[config.mk]
export PLATFORM = sky130hd
export DESIGN_NAME = axis_frame_monitor
export DESIGN_NICKNAME = d
export VERILOG_FILES = /design/src/rtl/axis_pattern_pkg.sv /design/src/rtl/axis_skid_buf.sv /design/src/rtl/axis_frame_monitor.sv
export SDC_FILE = /design/constraint.sdc
export NUM_CORES = 1
export LEC_CHECK = 0
export CORE_AREA = 5 5 132 134
export CTS_CLUSTER_SIZE = 16
export DETAILED_ROUTE_END_ITERATION = 8
export DIE_AREA = 0 0 137 139
export PLACE_DENSITY_LB_ADDON = 0.2
export RECOVER_POWER = 25
export SETUP_SLACK_MARGIN = 0.5
export SYNTH_ARGS = -nofsm -noshare
export SYNTH_HDL_FRONTEND = slang
export SYNTH_SLANG_ARGS = --single-unit
[constraint.sdc]
create_clock -name aclk -period 4.7 [get_ports aclk]
set_input_delay 0.705 -clock aclk [delete_from_list [all_inputs] [get_ports aclk]]
set_output_delay 0.705 -clock aclk [all_outputs]
set_load 0.01 [all_outputs]
[src/rtl/axis_pattern_pkg.sv]
// -----------------------------------------------------------------------------
// axis_pattern_pkg
// Shared definitions for the AXI-Stream frame monitor:
//   PAT_HI / KEEP_ALL  - constant parts of every generator beat
//   axis_beat_t        - one stream beat as stored in the skid buffer
//   beat_check_t       - per-beat check results produced by the monitor
//   pat_word()         - expected tdata for a given beat index
// -----------------------------------------------------------------------------
package axis_pattern_pkg;

  localparam logic [23:0] PAT_HI   = 24'hAAAAAA;
  localparam logic [3:0]  KEEP_ALL = 4'hF;

  // Beat index width: frames are at most 256 words long.
  localparam int IDX_W = 8;

  typedef struct packed {
    logic [31:0] data;
    logic        last;
    logic [3:0]  keep;
  } axis_beat_t;

  localparam int BEAT_W = $bits(axis_beat_t);

  typedef struct packed {
    logic data_bad;
    logic keep_bad;
    logic len_bad;
  } beat_check_t;

  // The generator emits a fixed upper 24 bits and the beat index in the low byte.
  function automatic logic [31:0] pat_word(input logic [IDX_W-1:0] idx);
    return {PAT_HI, idx};
  endfunction

endpackage

[src/rtl/axis_skid_buf.sv]
// -----------------------------------------------------------------------------
// axis_skid_buf
// Two-entry skid buffer with a registered upstream ready.
//
// Handshake (both sides): a beat moves on a rising clk edge where valid and
// ready are both high. The sender keeps valid and its payload stable until
// that edge; ready never depends combinationally on valid.
//
// Entry "out" drives the downstream port; entry "skid" catches the one beat
// that can arrive while "out" is stalled, because s_ready is a flop and can
// only fall one cycle after the buffer fills.
//
// Ports
//   clk, rst          clock, asynchronous active-high reset
//   s_data/valid/ready upstream side, WIDTH-bit payload
//   m_data/valid/ready downstream side, WIDTH-bit payload
// -----------------------------------------------------------------------------
module axis_skid_buf #(
  parameter int WIDTH = 37
) (
  input  logic             clk,
  input  logic             rst,
  input  logic [WIDTH-1:0] s_data,
  input  logic             s_valid,
  output logic             s_ready,
  output logic [WIDTH-1:0] m_data,
  output logic             m_valid,
  input  logic             m_ready
);

  logic [WIDTH-1:0] out_data,  out_data_n;
  logic [WIDTH-1:0] skid_data, skid_data_n;
  logic             out_valid, out_valid_n;
  logic             skid_valid, skid_valid_n;
  logic             ready_q,   ready_n;
  logic             s_fire;

  assign s_fire = s_valid & ready_q;

  always_comb begin
    out_data_n   = out_data;
    out_valid_n  = out_valid;
    skid_data_n  = skid_data;
    skid_valid_n = skid_valid;

    if (!out_valid || m_ready) begin
      // Output slot frees up this cycle: refill it, oldest beat first.
      if (skid_valid) begin
        out_data_n   = skid_data;
        out_valid_n  = 1'b1;
        skid_valid_n = s_fire;
        if (s_fire) begin
          skid_data_n = s_data;
        end
      end else begin
        out_valid_n = s_fire;
        if (s_fire) begin
          out_data_n = s_data;
        end
      end
    end else if (s_fire) begin
      // Output is stalled: park the incoming beat in the skid entry.
      skid_valid_n = 1'b1;
      skid_data_n  = s_data;
    end

    // Ready for next cycle is decided from next-cycle occupancy, so it is a flop.
    ready_n = !(out_valid_n && skid_valid_n);
  end

  always_ff @(posedge clk or posedge rst) begin
    if (rst) begin
      out_data   <= '0;
      out_valid  <= 1'b0;
      skid_data  <= '0;
      skid_valid <= 1'b0;
      ready_q    <= 1'b0;
    end else begin
      out_data   <= out_data_n;
      out_valid  <= out_valid_n;
      skid_data  <= skid_data_n;
      skid_valid <= skid_valid_n;
      ready_q    <= ready_n;
    end
  end

  assign s_ready = ready_q;
  assign m_data  = out_data;
  assign m_valid = out_valid;

endmodule

[src/rtl/axis_frame_monitor.sv]
// -----------------------------------------------------------------------------
// axis_frame_monitor
// In-line checker between the 32-bit test-pattern generator and the S2MM DMA.
// Every beat is forwarded unchanged through a 2-entry skid buffer. Each input
// handshake is checked against the generator pattern and the frame length,
// and saturating statistics plus sticky error flags are published.
//
// Handshake: AXI-Stream rules on both ports -- a beat transfers on a rising
// aclk edge with tvalid and tready both high; tready is a register output.
//
// Ports
//   aclk, areset           clock, asynchronous active-high reset
//   s_axis_*               32-bit stream from the generator
//   m_axis_*               32-bit stream to the S2MM DMA (1-cycle latency)
//   clr_stats              1-cycle pulse; counters/flags reload this cycle's event
//   frame_cnt              frames closed (tlast beat or forced boundary)
//   err_frame_cnt          closed frames that contained at least one error
//   data_err/len_err/keep_err  sticky error flags
// Parameters
//   BYTES_PER_BLOCK        frame length in bytes, multiple of 4, 4..1024
//   CNT_W                  width of each statistics counter
// -----------------------------------------------------------------------------
module axis_frame_monitor
  import axis_pattern_pkg::*;
#(
  parameter int BYTES_PER_BLOCK = 64,
  parameter int CNT_W           = 32
) (
  input  logic             aclk,
  input  logic             areset,
  input  logic [31:0]      s_axis_tdata,
  input  logic             s_axis_tvalid,
  output logic             s_axis_tready,
  input  logic             s_axis_tlast,
  input  logic [3:0]       s_axis_tkeep,
  output logic [31:0]      m_axis_tdata,
  output logic             m_axis_tvalid,
  input  logic             m_axis_tready,
  output logic             m_axis_tlast,
  output logic [3:0]       m_axis_tkeep,
  input  logic             clr_stats,
  output logic [CNT_W-1:0] frame_cnt,
  output logic [CNT_W-1:0] err_frame_cnt,
  output logic             data_err,
  output logic             len_err,
  output logic             keep_err
);

  localparam int               WPB      = BYTES_PER_BLOCK / 4;
  localparam logic [IDX_W-1:0] LAST_IDX = IDX_W'(WPB - 1);
  localparam logic [CNT_W-1:0] CNT_MAX  = {CNT_W{1'b1}};

  // ---------------------------------------------------------------------------
  // Datapath: pure pass-through via the skid buffer.
  // ---------------------------------------------------------------------------
  axis_beat_t in_beat;
  axis_beat_t out_beat;

  assign in_beat = '{data: s_axis_tdata, last: s_axis_tlast, keep: s_axis_tkeep};

  axis_skid_buf #(
    .WIDTH (BEAT_W)
  ) u_skid (
    .clk     (aclk),
    .rst     (areset),
    .s_data  (in_beat),
    .s_valid (s_axis_tvalid),
    .s_ready (s_axis_tready),
    .m_data  (out_beat),
    .m_valid (m_axis_tvalid),
    .m_ready (m_axis_tready)
  );

  assign m_axis_tdata = out_beat.data;
  assign m_axis_tlast = out_beat.last;
  assign m_axis_tkeep = out_beat.keep;

  // ---------------------------------------------------------------------------
  // Checker: observes the input handshake only, never feeds back into it.
  // ---------------------------------------------------------------------------
  logic             s_fire;
  logic [IDX_W-1:0] idx, idx_n;
  logic             frame_bad, frame_bad_n;  // an error was seen earlier in this frame
  beat_check_t      chk;
  logic             beat_bad;
  logic             at_end;
  logic             frame_ev;                // a frame closes on this beat
  logic             err_ev;                  // ...and that frame had an error

  assign s_fire = s_axis_tvalid & s_axis_tready;

  always_comb begin
    chk         = '0;
    beat_bad    = 1'b0;
    at_end      = (idx == LAST_IDX);
    frame_ev    = 1'b0;
    err_ev      = 1'b0;
    idx_n       = idx;
    frame_bad_n = frame_bad;

    if (s_fire) begin
      chk.data_bad = (s_axis_tdata != pat_word(idx));
      chk.keep_bad = (s_axis_tkeep != KEEP_ALL);
      // Covers both an early tlast and a missing one on the last word.
      chk.len_bad  = (s_axis_tlast != at_end);
      beat_bad     = chk.data_bad | chk.keep_bad | chk.len_bad;

      // A missing tlast still closes the frame so the index resynchronises.
      frame_ev = s_axis_tlast | at_end;
      err_ev   = frame_ev & (frame_bad | beat_bad);

      if (frame_ev) begin
        idx_n       = '0;
        frame_bad_n = 1'b0;
      end else begin
        idx_n       = idx + 1'b1;
        frame_bad_n = frame_bad | beat_bad;
      end
    end
  end

  always_ff @(posedge aclk or posedge areset) begin
    if (areset) begin
      idx       <= '0;
      frame_bad <= 1'b0;
    end else begin
      idx       <= idx_n;
      frame_bad <= frame_bad_n;
    end
  end

  // ---------------------------------------------------------------------------
  // Statistics. A clear reloads with this cycle's event so nothing is lost
  // when a clear and an event coincide.
  // ---------------------------------------------------------------------------
  always_ff @(posedge aclk or posedge areset) begin
    if (areset) begin
      frame_cnt     <= '0;
      err_frame_cnt <= '0;
      data_err      <= 1'b0;
      len_err       <= 1'b0;
      keep_err      <= 1'b0;
    end else if (clr_stats) begin
      frame_cnt     <= CNT_W'(frame_ev);
      err_frame_cnt <= CNT_W'(err_ev);
      data_err      <= chk.data_bad;
      len_err       <= chk.len_bad;
      keep_err      <= chk.keep_bad;
    end else begin
      if (frame_ev && (frame_cnt != CNT_MAX)) begin
        frame_cnt <= frame_cnt + 1'b1;
      end
      if (err_ev && (err_frame_cnt != CNT_MAX)) begin
        err_frame_cnt <= err_frame_cnt + 1'b1;
      end
      data_err <= data_err | chk.data_bad;
      len_err  <= len_err  | chk.len_bad;
      keep_err <= keep_err | chk.keep_bad;
    end
  end

endmodule

==> impl_metrics.toml, run 1 <==
[flow_run]
maxCapViolCount = 2

[final_layout]
final_cell_mix = "dfrtp_1 (152), clkdlybuf4s50_1 (145), nand2_1 (75), o21ai_0 (53), nor2_1 (45)"
drive_gt1_share_pct = 11.6
diodes = 0
fillers = 1328
nets = 902
syn_to_final_growth_pct = 30.3
instances_no_fill = 1089
fin_util_pct = 59.8
final_common_cell = "dfrtp_1"

[cts]
clockBufferDepth = 2
cts_buffers = 17
cts.sinks = 153
root_buffer = "clkbuf_16"
cts_tree = "built"
h-tree-depth = 4
hold_buffers = 0
cts_resized = 0
path_clk_slew_ns = 0.06
clk_latency_ns = 0.42
cts_setup_buffers = 0

[global_route]
antenna_found_initial = 0
grt_max_degree = 105
grt_util_all_layers_pct = 19.9
grt_pass1_vias = 5945
grt_overflow = 0
grt_first_pass_wirelength_mm = 30.6

[timing]
relSlewSlack_pct = -73.0
max_freq_mhz = 268
rsz0062_at_grt = "false"
final.min_clock_period_ns = 3.73
final.setup.tns_ns = 0
finalClockSkew_ns = 0.00690
drv_slew = 150
min_period_over_period_pct = 79.4
tightest_slew_ns = 2.60
finalSetupViolations = 0
timing.final.hold_violations = 0

[drt]
post-route-drc-count = 0
first_pass_iters = 4
initialDrtViolationCount = 365
vias_per_cell = 5.49
vias = 5981
wl_mm = 18.4
wl_per_cell_um = 16.9
ant_nets = 0

[placement]
dp_cells = 1057
dpl.hpwl_mm = 12.9
portBuffers = 147
place.gp.congestion = 0.896

[worst_setup_path]
cp-end-kind = "register"
crit_path_start_kind = "register"
critPathBufInv = 0
worstPathRequired_ns = 5.04
arrival_ns = 4.07
cp_top_family = "simple AND/OR/NAND/NOR gates"
r2r_cells = 11
crit_chain = "ha_1 > nand3_1 > nand2b_1 > or4_1 > ha_1 > nor2_1 > nand4_1 > or4_4 > nand3_2 > or4_1 > a21oi_1"
cp_max_fo = 50
cp_slowest_stage_delay_ns = 0.75
cp.depth = 11
crit_slowest_cell = "or4_1"
crit_type = "register to register"

[min_path]
hold_depth = 2
min_path_type = "register to register"

[yosys]
yosys_register_bits = 153
netlist_area_um2 = 7420
yosysWarnings = 0
async_flop_share_pct = 100
syn_inst = 718
synth_ff_type = "dfrtp_1"
synth_cell_type_count = 52
seq_area_frac_synth_pct = 51.6
synth_edf_count = 0
synth_fp_nets = 764
avgSynthCellArea_um2 = 10.3

[floorplan]
die-area_um2 = 19000
rows = 47
io_pins = 148
start_util_pct = 45.9
fp.dieW_um = 137
core_area_um2 = 16200
die_height_um = 139

[outcome]
violations = "max-capacitance violations, max-slew violations"
outcome = "finished, violations left"

[power_and_ir_drop]
ir_worst_vdd_v = 0.000314
power.density_nw_per_um2 = 489
p_leak_nw = 3.85
p_total_w = 0.00473
-- final timing paths --
path	startpoint	to	slack [ns]
min	u_skid.m_data[36]	u_skid.m_data[36]	0.48
max	idx[1]	err_frame_cnt[11]	0.97
max reg2reg	idx[1]	err_frame_cnt[11]	0.97
min in group asynchronous	areset	u_skid.m_data[6]	0.66
min reg2reg	u_skid.m_data[36]	u_skid.m_data[36]	0.48
max in group asynchronous	areset	u_skid.skid_valid	1.06
-- cell type report --
cell class              instances  area, um^2  share of cell area [%]
flip-flops and latches        153        3830                    39.6
well taps                     220         275                    2.84
repair buffers                153        1510                    15.6
multi-input cells             516        3390                    35.1
clock inverters                13         171                    1.77
inverters                      15        57.6                   0.595
clock buffers                  19         443                    4.58
-- state kept, by name, summed over array words and instances (netlist names) --
| name | cells |
|---|---|
| data_err | 1 |
| err_frame_cnt | 32 |
| frame_bad | 1 |
| frame_cnt | 32 |
| idx | 8 |
| keep_err | 1 |
| len_err | 1 |
| u_skid.m_data | 37 |
| u_skid.m_valid | 1 |
| u_skid.s_ready | 1 |
| u_skid.skid_data | 37 |
| u_skid.skid_valid | 1 |
-- per-layer routing --
metal,track usage (%),routed length (um)
met5,0,0
met3,5.77,1100
met1,26.4,8050
met4,4.73,153
met2,32.3,9090
-- kinds of logic after synthesis --
family | share of synthesized area [%]
fa+ha+maj | 0.674
buf+inv | 3.02
flops | 51.6
simple gates | 19.8
xor+xnor | 4.13
mux | 10.7
compound gates | 10.1
-- synth_stat cells (all sizes together), types with 2 or more instances --
master,instances,area [um^2]
xnor2,21,184
nor2,46,175
inv,15,56.3
and4bb,4,50.1
a21oi,41,209
and2,3,18.8
o2bb2ai,2,17.5
or3,27,169
o211ai,2,20.0
nor3,12,71.3
and3,8,50.1
mux2,37,417
nand2,75,282
or2,6,37.5
nand3,26,135
o21ai,70,350
nor2b,2,12.5
a22o,2,17.5
o31ai,11,96.3
and4,6,52.6
clkbuf,23,86.3
dfrtp,153,3830
mux2i,38,380
nor4,4,25.0
ha,4,50.1
or4,13,105
buf,11,81.3
nand4,31,215
xor2,14,123
nand2b,2,12.5
-- per-stage QoR --
step                cell area (um^2)  hold WS (ns)  worst slack [ns]
floorplan                       7430         0.450              1.76
global placement                9080         0.461              1.28
detailed placement              9080         0.474              1.09
CTS                             9700         0.490             0.996
global route                    9680         0.514             0.440
finish                          9680         0.482             0.969
-- where the power goes --
| part | total [W] | internal, W | leakage, nW | switching [W] |
|---|---|---|---|---|
| Clock | 0.00141 | 0.000855 | 0.294 | 0.000559 |
| Sequential | 0.00195 | 0.00168 | 1.97 | 0.000268 |
| Combinational | 0.00136 | 0.000735 | 1.59 | 0.000629 |
-- worst reg2reg max path: cells and delay by family, from the launching register on --
| kind | cells | cell delay, ns |
|---|---|---|
| AOI/OAI and AO/OA | 1 | 0.17 |
| adders and majority gates | 2 | 0.55 |
| DFF | 1 | 0.45 |
| and+or+nand+nor | 8 | 2.48 |
(Power assumes the default switching activity.)
==> run 2, diff against run 1 <==
--- a/config.mk
+++ b/config.mk
@@ -5,10 +5,10 @@
 export SDC_FILE = /design/constraint.sdc
 export NUM_CORES = 1
 export LEC_CHECK = 0
-export CORE_AREA = 5 5 132 134
+export CORE_AREA = 5 5 126 128
 export CTS_CLUSTER_SIZE = 16
 export DETAILED_ROUTE_END_ITERATION = 8
-export DIE_AREA = 0 0 137 139
+export DIE_AREA = 0 0 131 133
 export PLACE_DENSITY_LB_ADDON = 0.2
 export RECOVER_POWER = 25
 export SETUP_SLACK_MARGIN = 0.5
==> constraint.sdc (replaced) <==
create_clock -name aclk -period 3.66 [get_ports aclk]
set_input_delay 0.549 -clock aclk [delete_from_list [all_inputs] [get_ports aclk]]
set_output_delay 0.549 -clock aclk [all_outputs]
set_load 0.01 [all_outputs]
==> run 2 against run 1 <==
Net effect:
- the flow still finishes with violations (max-capacitance violations, max-slew violations)
- global-route usage up 1.8 points
- via count rose by 2.0%
- clock power rose by 21%
- first-iteration DRC count grew 16%
- register-to-register slack lost 0.38 ns
- final area increased by 0.87%
- total power rose by 28%
- hold slack worse by 0.0046 ns
- largest power group unchanged
- combinational power rose by 35%
- fmax up 22%
==> impl_metrics.toml, run 2 (same netlist as run 1, synthesis figures left out) <==
[worst_setup_path]
reg2reg_slack_ns = 0.59
crit_path_start_kind = "register"
cp_max_fo = 15
crit_slowest_cell = "or4_4"
r2r_start = "idx[0]"
cpMostUsedCell = "ha_2"
crit_chain = "ha_2 > nand3_1 > nand2b_1 > or4_1 > ha_2 > nor2_1 > nand4_1 > or4_4 > nand3_4 > buf_4 > or3_1 > a21oi_1"
crit_type = "register to register"
r2r_cells = 12
cp_slowest_stage_delay_ns = 0.51
cp_top_family = "simple AND/OR/NAND/NOR gates"
worstPathRequired_ns = 3.93
timing.rr.end = "err_frame_cnt[29]"
arrival_ns = 3.34
cp-end-kind = "register"
critPathBufInv = 1

[final_layout]
final_common_cell = "dfrtp_1"
finalInstanceArea_um2 = 9760
final_cell_mix = "dfrtp_1 (151), clkdlybuf4s50_1 (144), nand2_1 (75), o21ai_0 (53), nor2_1 (43)"
multi_input_area_um2 = 3450
diodes = 0
seqCellArea_um2 = 3830
fillers = 1190
nets = 912
drive_gt1_share_pct = 13.7
syn_to_final_growth_pct = 31.5

[drt]
first_pass_iters = 5
post-route-drc-count = 0
wl_per_cell_um = 17.3
vias = 6101
wl_mm = 18.5
initialDrtViolationCount = 423
ant_nets = 0
vias_per_cell = 5.72

[power_and_ir_drop]
p_total_w = 0.00604
swShare_pct = 30.9
power.density_nw_per_um2 = 619
p_leak_nw = 3.91
power_switching_w = 0.00186
p_seq_share_pct = 41.4
ir_worst_vdd_v = 0.000369
pwr-share-comb_pct = 30.5
clkPwrFrac_pct = 28.1
intPower_w = 0.00417

[timing]
setup_slack_ns = 0.593
final.min_clock_period_ns = 3.07
max_freq_mhz = 326
tightest_slew_ns = 1.69
drv_slew = 34
min_period_over_period_pct = 83.8
relSlewSlack_pct = -13.5
timing.final.hold_violations = 0
rsz0062_at_grt = "true"
timing.hold.ws_ns = 0.477
finalSetupViolations = 0
final.setup.tns_ns = 0
finalClockSkew_ns = 0.00602

[min_path]
min_path_type = "register to register"
hold_path_end = "u_skid.m_data[6]"
min_from = "u_skid.m_data[6]"
hold_depth = 2

[floorplan]
die_height_um = 133
core_area_um2 = 14800
fp.dieW_um = 131
die-area_um2 = 17400
io_pins = 148
start_util_pct = 50.3
rows = 45

[flow_run]
maxCapViolCount = 1

[global_route]
grt_pass1_vias = 6094
grt_use_met3_pct = 5.97
antenna_found_initial = 0
grt_first_pass_wirelength_mm = 30.4
use_met1_pct = 28.2
met2_usage_pct = 35.3
grt_overflow = 0
grt_max_degree = 65
busiest_layer = "met2"
grt_util_all_layers_pct = 21.7

[cts]
cts_buffers = 17
hold_buffers = 0
h-tree-depth = 4
clk_latency_ns = 0.42
root_buffer = "clkbuf_16"
path_clk_slew_ns = 0.06
cts_tree = "built"
cts.sinks = 153
clockBufferDepth = 2

[outcome]
outcome = "finished, violations left"
violations = "max-capacitance violations, max-slew violations"

[placement]
dpl.hpwl_mm = 12.9
portBuffers = 147
dpl_worst_slack_ns = 0.346
placed_cell_area_um2 = 9080
place.gp.congestion = 0.883
==> run 2: worst max-delay path by stage <==
stage | slack (ns) | from | cells after the start | end
2_1_floorplan | 0.72 | idx[0] | 11 | err_frame_cnt[19]
3_3_place_gp | 0.46 | idx[0] | 12 | err_frame_cnt[19]
3_5_place_dp | 0.35 | idx[0] | 12 | err_frame_cnt[21]
4_1_cts | 0.46 | idx[0] | 12 | err_frame_cnt[29]
5_1_grt | 0.47 | idx[0] | 12 | err_frame_cnt[29]
6_report | 0.59 | idx[0] | 12 | err_frame_cnt[29]
==> run 2: what timing repair did <==
item / 4_1_cts / 5_1_grt
buffers inserted: 0 / 6
endpoints found under the setup margin: 20 / 50
cloned: 0 / 2
pin swaps: 0 / 1
resized for setup: 3 / 8
==> run 2: routing by layer <==
layer	routed length (um)	vias up	part of all wire (%)
li1	-	2895	-
met1	7730	2983	42
met2	9230	192	50
met3	1220	31	6.6
met4	303	0	1.6
met5	0	-	0
==> run 2: power by group through the flow <==
stage	registers [W]	clock network (W)	logic (W)
2_1_floorplan	0.00251	0	0.00100
3_5_place_dp	0.00252	0	0.00182
4_1_cts	0.00250	0.00173	0.00183
5_1_grt	0.00255	0.00180	0.00203
3_3_place_gp	0.00249	0	0.00176
6_report	0.00250	0.00170	0.00184
==> run 2: worst register-to-register path, cell delays in order (launching register included) <==
cell and delay, ns:
dfrtp_2 0.40, ha_2 0.20, nand3_1 0.11, nand2b_1 0.19
or4_1 0.42, ha_2 0.28, nor2_1 0.11, nand4_1 0.12
or4_4 0.51, nand3_4 0.16, buf_4 0.22, or3_1 0.14
a21oi_1 0.06
==> run 2: per-stage QoR <==
| stage | util, % | instances |
|---|---|---|
| 2_1_floorplan | - | 718 |
| 3_3_place_gp | 61.6 | 1027 |
| 3_5_place_dp | 61.6 | 1027 |
| 4_1_cts | 65.6 | 1059 |
| 5_1_grt | 66.2 | 1067 |
| 6_report | 66.2 | 1067 |
==> run 2: cell type report <==
type	count	area share (%)
clock buffers	19	4.54
clock inverters	13	1.32
inverters	15	0.590
multi-input cells	518	35.3
flip-flops and latches	153	39.3
well taps	188	2.41
repair buffers	161	16.6
==> run 3, diff against run 2 <==
--- a/config.mk
+++ b/config.mk
@@ -5,10 +5,10 @@
 export SDC_FILE = /design/constraint.sdc
 export NUM_CORES = 1
 export LEC_CHECK = 0
-export CORE_AREA = 5 5 126 128
+export CORE_AREA = 5 5 132 134
 export CTS_CLUSTER_SIZE = 16
 export DETAILED_ROUTE_END_ITERATION = 8
-export DIE_AREA = 0 0 131 133
+export DIE_AREA = 0 0 137 139
 export PLACE_DENSITY_LB_ADDON = 0.2
 export RECOVER_POWER = 25
 export SETUP_SLACK_MARGIN = 0.5
==> constraint.sdc (replaced) <==
create_clock -name aclk -period 2.5 [get_ports aclk]
set_input_delay 0.375 -clock aclk [delete_from_list [all_inputs] [get_ports aclk]]
set_output_delay 0.375 -clock aclk [all_outputs]
set_load 0.01 [all_outputs]
==> run 3 against run 2 <==
Net effect:
- the flow finishes with violations (max-capacitance violations, max-slew violations, negative setup slack)
- clock-buffer cell count grew 1
- fmax grew 6.4%
- die area grew 9.3%
- routed wire length grew 11%
- final area grew 11%
- critical endpoint is now err_frame_cnt[21]
==> impl_metrics.toml, run 3 (same netlist as run 1, synthesis figures left out) <==
[floorplan]
start_util_pct = 45.9
core_area_um2 = 16200
die_height_um = 139
rows = 47
io_pins = 148
fp.dieW_um = 137
die-area_um2 = 19000

[drt]
wl_per_cell_um = 17.6
ant_nets = 0
wl_mm = 20.5
vias = 6369
first_pass_iters = 5
initialDrtViolationCount = 484
vias_per_cell = 5.48
post-route-drc-count = 0

[min_path]
min_path_type = "input port to async pin"

[worst_setup_path]
crit_path_start_kind = "register"
crit_slowest_cell = "or4_4"
critPathBufInv = 1
cp_top_family = "simple AND/OR/NAND/NOR gates"
cp_max_fo = 8
crit_type = "register to register"
crit_chain = "ha_2 > nand3_2 > nand2b_4 > or4_4 > ha_4 > nor2_2 > nand4_1 > or4_4 > nand3_4 > buf_12 > or4_4 > a21oi_2"
arrival_ns = 3.23
cpMostUsedCell = "or4_4"
worstPathRequired_ns = 2.85
cp_slowest_stage_delay_ns = 0.48
cp-end-kind = "register"

[timing]
finalSetupViolations = 59
setup_slack_ns = -0.384
max_freq_mhz = 347
final.setup.tns_ns = -13.59
rsz0062_at_grt = "true"
drv_slew = 60
tightest_slew_ns = 1.52
min_period_over_period_pct = 115
finalClockSkew_ns = 0.00817
relSlewSlack_pct = -1.48
timing.final.hold_violations = 0
final.min_clock_period_ns = 2.88

[final_layout]
final_common_cell = "dfrtp_1"
syn_to_final_growth_pct = 46.2
fillers = 1203
diodes = 0
fin_util_pct = 67.1
nets = 979
final_cell_mix = "dfrtp_1 (150), clkdlybuf4s50_1 (145), nand2_1 (71), buf_4 (53), o21ai_0 (47)"
drive_gt1_share_pct = 26.8
instances_no_fill = 1163

[flow_run]
maxCapViolCount = 1

[power_and_ir_drop]
ir_worst_vdd_v = 0.000595
swShare_pct = 30.6
pwr-share-comb_pct = 33.3
p_seq_share_pct = 38.9
p_leak_nw = 4.39
power.density_nw_per_um2 = 849
clkPwrFrac_pct = 27.8
power_switching_w = 0.00282
intPower_w = 0.00639

[global_route]
grt_util_all_layers_pct = 21.4
antenna_found_initial = 0
grt_overflow = 0
grt_pass1_vias = 6637
grt_max_degree = 68
grt_first_pass_wirelength_mm = 33.0

[outcome]
outcome = "finished, violations left"
violations = "max-capacitance violations, max-slew violations, negative setup slack"

[cts]
h-tree-depth = 4
clockBufferDepth = 2
root_buffer = "clkbuf_16"
clk_latency_ns = 0.42
cts.sinks = 153
path_clk_slew_ns = 0.06
cts_tree = "built"
cts_buffers = 17

[placement]
portBuffers = 147
dp_cells = 1107
dpl.hpwl_mm = 13.8
place.gp.congestion = 0.871
==> run 3: changes by cell type in the layout (fill, tap and decap cells not counted), sizes merged <==
cell,delta
clkinv,-5
bufinv,+1
nand3,-2
clkbuf,+3
buf,+67
clkdlybuf4s50,+1
dlygate4sd3,-1
==> run 3: power groups by stage <==
stage | clock network, W | registers (W) | logic, W
final | 0.00256 | 0.00358 | 0.00307
after floorplan | 0 | 0.00368 | 0.00149
after CTS | 0.00259 | 0.00358 | 0.00308
after global placement | 0 | 0.00356 | 0.00289
after global routing | 0.00271 | 0.00367 | 0.00334
after detailed placement | 0 | 0.00360 | 0.00298
==> run 3: what timing repair did <==
item                       4_1_cts  5_1_grt
setup endpoints to repair       68       70
gates cloned                     1        0
pin swaps                       46       29
buffers inserted                18        8
hold buffers                     0        0
gates resized for setup         67       48
==> run 3: worst paths after layout <==
check                                 start           endpoint  slack (ns)  depth (start not counted)
max in group asynchronous            areset       frame_cnt[0]        0.33                          3
max reg2reg                          idx[0]  err_frame_cnt[21]       -0.38                         12
max                                  idx[0]  err_frame_cnt[21]       -0.38                         12
min reg2reg                u_skid.m_data[6]   u_skid.m_data[6]        0.48                          2
min                                  areset   u_skid.m_data[8]        0.34                          2
min in group aclk                 clr_stats   err_frame_cnt[1]        0.36                          2
==> run 3: per-stage QoR <==
stage	worst slack (ns)	power, W	hold WS (ns)	area (um^2)
after floorplan	-0.350	0.00517	0.450	7510
after global placement	-0.222	0.00644	0.464	9610
after detailed placement	-0.341	0.00658	0.470	9610
after CTS	-0.349	0.00925	0.221	10600
after global routing	-0.562	0.00973	0.352	10900
final	-0.384	0.00921	0.336	10900
==> run 3: final cells by class <==
| cell class | count | area, um^2 | share of cell area (%) |
|---|---|---|---|
| Sequential cell | 153 | 3830 | 35.3 |
| Timing Repair Buffer | 230 | 2270 | 20.9 |
| Clock buffer | 20 | 447 | 4.12 |
| Clock inverter | 9 | 126 | 1.16 |
| Inverter | 15 | 57.6 | 0.530 |
| Multi-Input combinational cell | 516 | 3840 | 35.4 |
| Tap cell | 220 | 275 | 2.54 |
==> run 3: per-layer routing <==
layer  share of wire (%)  wire, um  track usage [%]
met5                   0         0                0
met4                 1.7       355             7.72
met3                 4.4       906             4.75
met2                  52     10700             36.3
met1                  41      8490             26.6
==> variant 1 (config.mk and constraints of run 2) <==
`CNT_W`: 32 -> 40.
--- a/src/rtl/axis_frame_monitor.sv
+++ b/src/rtl/axis_frame_monitor.sv
@@ -25,5 +25,5 @@
 #(
   parameter int BYTES_PER_BLOCK = 64,
-  parameter int CNT_W           = 32
+  parameter int CNT_W           = 40
 ) (
   input  logic             aclk,
Interface: changed (resized err_frame_cnt and frame_cnt); port bits go from 148 to 164. No check against the original RTL was run, so the function may have changed too.
==> variant 1 against run 2 <==
Sequential cell count increased by 16. Area after synthesis increased by 12%. First-iteration DRC count increased by 17%. Clock skew increased by 0.0027 ns. Design area increased by 13%. Non-clock buffer count increased by 27. Critical path depth unchanged. Routed wire length increased by 15%. Sequential power increased by 4%. Power increased by 4.7%. Hold slack improved by 0.0019 ns. Fmax decreased by 3.6%. Utilization increased by 8.4 points. Setup slack got worse by 0.12 ns. Largest cell class unchanged.
==> variant 1: results (changes against run 2) <==
.. list-table::
   :header-rows: 1

   * - Metric
     - Value
   * - Synth Area in Adders
     - 0.601% (-0.074 points)
   * - Wire length on met3
     - 1.48 mm (+21%)
   * - Reg2reg end
     - err_frame_cnt[5]$_DFFE_PP0P_
   * - Highest cell delay on the worst timing path
     - 0.46 ns (-0.05 ns)
   * - Post-detailed-route wirelength per cell
     - 17.8 microns (+2.5%)
   * - Status
     - complete, no violations
   * - Total track usage
     - 24.5% (+2.8 points)
   * - HPWL after detailed placement
     - 14.1 mm (+9.3%)
   * - Hold path start
     - u_skid.m_data[18]$_DFFE_PP0P_
   * - Post-synthesis mux area share
     - 10.4% (-0.32 points)
   * - Number of global-route vias before repair
     - 6747 (+11%)
   * - GR Layer Usage met1
     - 33.2% (+5.0 points)
   * - Pin count of the biggest net entering global routing
     - 57 (-12%)
   * - Post-Route M1 WL
     - 8.96 mm (+16%)
   * - Reported leakage power
     - 0.00444 uW (+14%)
   * - Vias per inst
     - 5.86 (+2.5%)
   * - M2 GR Usage
     - 38.1% (+2.8 points)
   * - Worst-case headroom to the max-slew limit
     - 7.85% (+21 points)
   * - Post-synthesis share of cell area spent on xor and xnor gates
     - 4.31% (+0.18 points)
   * - Number of design-rule violations left by the first detailed-router iteration
     - 493 (+17%)
   * - Proportion of total power due to net switching
     - 31.4% (+0.52 points)
   * - Top cells by area, synth
     - sky130_fd_sc_hd__dfrtp_1 (51%), sky130_fd_sc_hd__mux2_2 (5.7%), sky130_fd_sc_hd__mux2i_1 (4.6%)
   * - Final nets
     - 1040 (+14%)
   * - Commonest cells in the synthesized netlist
     - sky130_fd_sc_hd__dfrtp_1 (169), sky130_fd_sc_hd__nand2_1 (95), sky130_fd_sc_hd__nor2_1 (62), sky130_fd_sc_hd__o21ai_0 (60), sky130_fd_sc_hd__mux2_2 (42)
   * - Worst setup startpoint
     - idx[1]$_DFFE_PP0P_
   * - Worst voltage drop across the vdd grid
     - 517 uV (+40%)
   * - Hold endpoint
     - u_skid.m_data[18]$_DFFE_PP0P_
   * - Mapped Avg Cell Area
     - 10.1 sq um (-2.5%)
   * - Routing usage on met3
     - 6.38% (+0.40 points)
   * - Combinational power
     - 1990 uW (+8%)
   * - Area fraction in compound gates after synthesis
     - 8.96% (-1.1 points)
   * - Number of nets produced by synthesis
     - 873 (+14%)
   * - Fraction of layout instances using a drive strength above 1
     - 13.9% (+0.25 points)
   * - Final Skew
     - 0.00872 ns (+0.00270 ns)
   * - Count of different cell masters after synthesis
     - 56 (+7.7%)
   * - Filler Cells Inserted
     - 1064 (-11%)
-- variant 1: metrics by stage --
stage / utilization [%] / power [uW] / setup slack, ns / hold WS, ns / instance area [sq um]
after floorplan: - / 3690 / 0.522 / 0.450 / 8360
after global placement: 69.3 / 4460 / 0.375 / 0.460 / 10200
after detailed placement: 69.3 / 4530 / 0.286 / 0.469 / 10200
after CTS: 73.9 / 6330 / 0.489 / 0.483 / 10900
after global routing: 74.5 / 6680 / 0.346 / 0.502 / 11000
final: 74.5 / 6320 / 0.477 / 0.479 / 11000
-- variant 1: final cells by class --
type,count,share of cell area [%]
clock buffer,18,3.99
clock inverter,14,1.13
multi-input combinational,607,36.7
sequential,169,38.5
timing repair buffer,188,17.2
inverter,11,0.387
tap,188,2.14
-- variant 1: repair_timing --
action                                  in CTS  in global routing
gates cloned                                 2                  1
gates resized for setup                      4                 20
pin swaps                                    3                 13
endpoints found under the setup margin      42                 51
setup buffers                                4                  3
==> variant 2 (settings of run 2) <==
Without the edit above. Reset style: synchronous (`areset` and `rst`), changed in 3 clocked blocks. Comments in the files are not updated.
--- a/src/rtl/axis_skid_buf.sv
+++ b/src/rtl/axis_skid_buf.sv
@@ -69,5 +69,5 @@
   end
 
-  always_ff @(posedge clk or posedge rst) begin
+  always_ff @(posedge clk) begin
     if (rst) begin
       out_data   <= '0;
--- a/src/rtl/axis_frame_monitor.sv
+++ b/src/rtl/axis_frame_monitor.sv
@@ -120,5 +120,5 @@
   end
 
-  always_ff @(posedge aclk or posedge areset) begin
+  always_ff @(posedge aclk) begin
     if (areset) begin
       idx       <= '0;
@@ -134,5 +134,5 @@
   // when a clear and an event coincide.
   // ---------------------------------------------------------------------------
-  always_ff @(posedge aclk or posedge areset) begin
+  always_ff @(posedge aclk) begin
     if (areset) begin
       frame_cnt     <= '0;
Formal check against the unedited RTL: differs if areset is asserted again (counterexample within 4 cycles, from zero or initial values and one cycle with areset high); with areset held inactive, the same outputs for 4 cycles.
==> variant 2 against run 2 <==
The flow still finishes with violations (capacitance limit, slew limit). Design area is 8.4% lower. Via count hardly changed. Setup slack better by 0.081 ns. Sequential share of layout area is 5.0 points lower. Global-route usage is 1.4 points lower. Routed wire length is 5.5% lower. Area after synthesis is 8.7% lower. Sequential cell count stayed put. Non-clock buffer count is 5 lower. Fmax is 2.7% higher. Cell count is 5.6% higher. Count of clock-buffer cells in the layout is 1 higher. Critical endpoint is now u_skid.skid_data[6]$_SDFFE_PP0P_.
Power is not compared: it rests on default switching activity, and its combinational part moved more than twofold at a synthesized area within 25%.
==> variant 2: results (changes against run 2) <==
.. list-table::
   :header-rows: 1

   * - Metric
     - Value
   * - Status
     - complete, but fails checks
   * - Violations in the final reports
     - capacitance limit, slew limit
   * - Maximum Capacitance Violations
     - 1 (unchanged)
   * - Family with the most delay on the worst path
     - buffers and inverters
   * - Number of design-rule violations left by the first detailed-router iteration
     - 345 (-18%)
   * - Destination of the critical timing path
     - u_skid.skid_data[6]$_SDFFE_PP0P_
   * - R2R depth
     - 9 (-3)
   * - Largest driver fanout on the critical path
     - 37 (+22)
   * - Final Skew
     - 0.00682 ns (+0.000809 ns)
   * - Reg2reg end
     - err_frame_cnt[1]$_SDFFE_PP0P_
   * - Number of max-slew violations in the final report
     - 38 (+12%)
   * - Final design area excluding fillers
     - 8940 sq um (-8.4%)
   * - Cell with the largest stage delay on the worst path
     - sky130_fd_sc_hd__clkbuf_1
   * - Final nets
     - 973 (+6.7%)
   * - Top cells by area, synth
     - sky130_fd_sc_hd__dfxtp_1 (45%), sky130_fd_sc_hd__nand2_1 (6.0%), sky130_fd_sc_hd__mux2i_1 (5.8%)
   * - Worst setup slack for register-to-register paths
     - 0.73 ns (+0.14 ns)
   * - Total detailed-routing wirelength
     - 17.5 mm (-5.5%)
   * - Worst-case headroom to the max-slew limit
     - -14.8% (-1.3 points)
   * - Number of nets produced by synthesis
     - 845 (+11%)
   * - Commonest cells in the synthesized netlist
     - sky130_fd_sc_hd__dfxtp_1 (153), sky130_fd_sc_hd__nand2_1 (109), sky130_fd_sc_hd__nor2_1 (95), sky130_fd_sc_hd__a21oi_1 (70)
   * - Wire length of the first global-routing pass
     - 28.8 mm (-5.5%)
   * - Filler Cells Inserted
     - 1329 (+12%)
   * - Number of gates given a new drive strength after cts
     - 0 (-3)
   * - Highest cell delay on the worst timing path
     - 1.24 ns (+0.73 ns)
   * - Hold endpoint
     - u_skid.skid_data[24]$_SDFFE_PP0P_
   * - Setup slack after placement
     - 0.415 ns (+0.0687 ns)
   * - Pin count of the biggest net entering global routing
     - 58 (-11%)
   * - Async set-or-reset flop fraction in the synthesized netlist
     - 0% (-100 points)
   * - Cell count after synthesis
     - 799 (+11%)
-- variant 2: final cells by class --
| cell class | count | area share (%) |
|---|---|---|
| Sequential cell | 153 | 34.3 |
| Clock buffer | 20 | 5.00 |
| Multi-Input combinational cell | 593 | 39.4 |
| Tap cell | 188 | 2.63 |
| Clock inverter | 11 | 1.39 |
| Inverter | 6 | 0.252 |
| Timing Repair Buffer | 156 | 17.1 |
-- variant 2: cell families after synthesis --
family	after synthesis	synth area share [%]
AO/OA/AOI/OAI	146	13.1
buffers and inverters	53	3.14
XOR/XNOR	47	6.07
flip-flops	153	45.2
adder cells (fa/ha/maj)	4	0.738
multiplexers	39	5.76
AND/OR/NAND/NOR	357	26.0
-- variant 2: routing by layer --
| metal | global-route usage (%) | vias up | share of wire [%] |
|---|---|---|---|
| li1 | - | 3087 | - |
| met1 | 27.4 | 2869 | 46 |
| met2 | 32.1 | 133 | 47 |
| met3 | 6.22 | 15 | 5.8 |
| met4 | 4.46 | 2 | 0.84 |
| met5 | 0 | - | 0.074 |
-- variant 2: power groups by stage --
| stage | Combinational, uW | Sequential (uW) | Clock (uW) |
|---|---|---|---|
| after floorplan | 116 | 1780 | 0 |
| after global placement | 284 | 1770 | 0 |
| after detailed placement | 286 | 1770 | 0 |
| after CTS | 287 | 1730 | 1740 |
| after global routing | 302 | 1730 | 1820 |
| final | 273 | 1730 | 1700 |
-- variant 2: stage by stage --
step	power [uW]	hold WS, ns
final	3700	0.454
after global routing	3850	0.472
after CTS	3750	0.455
after detailed placement	2050	0.447
after global placement	2050	0.441
after floorplan	1890	0.436
-- variant 2: worst min-delay path: stages, from the launching register on --
cell	delay (ns)
sky130_fd_sc_hd__dfxtp_1	0.31
sky130_fd_sc_hd__nand2_1	0.05
sky130_fd_sc_hd__a21oi_1	0.05
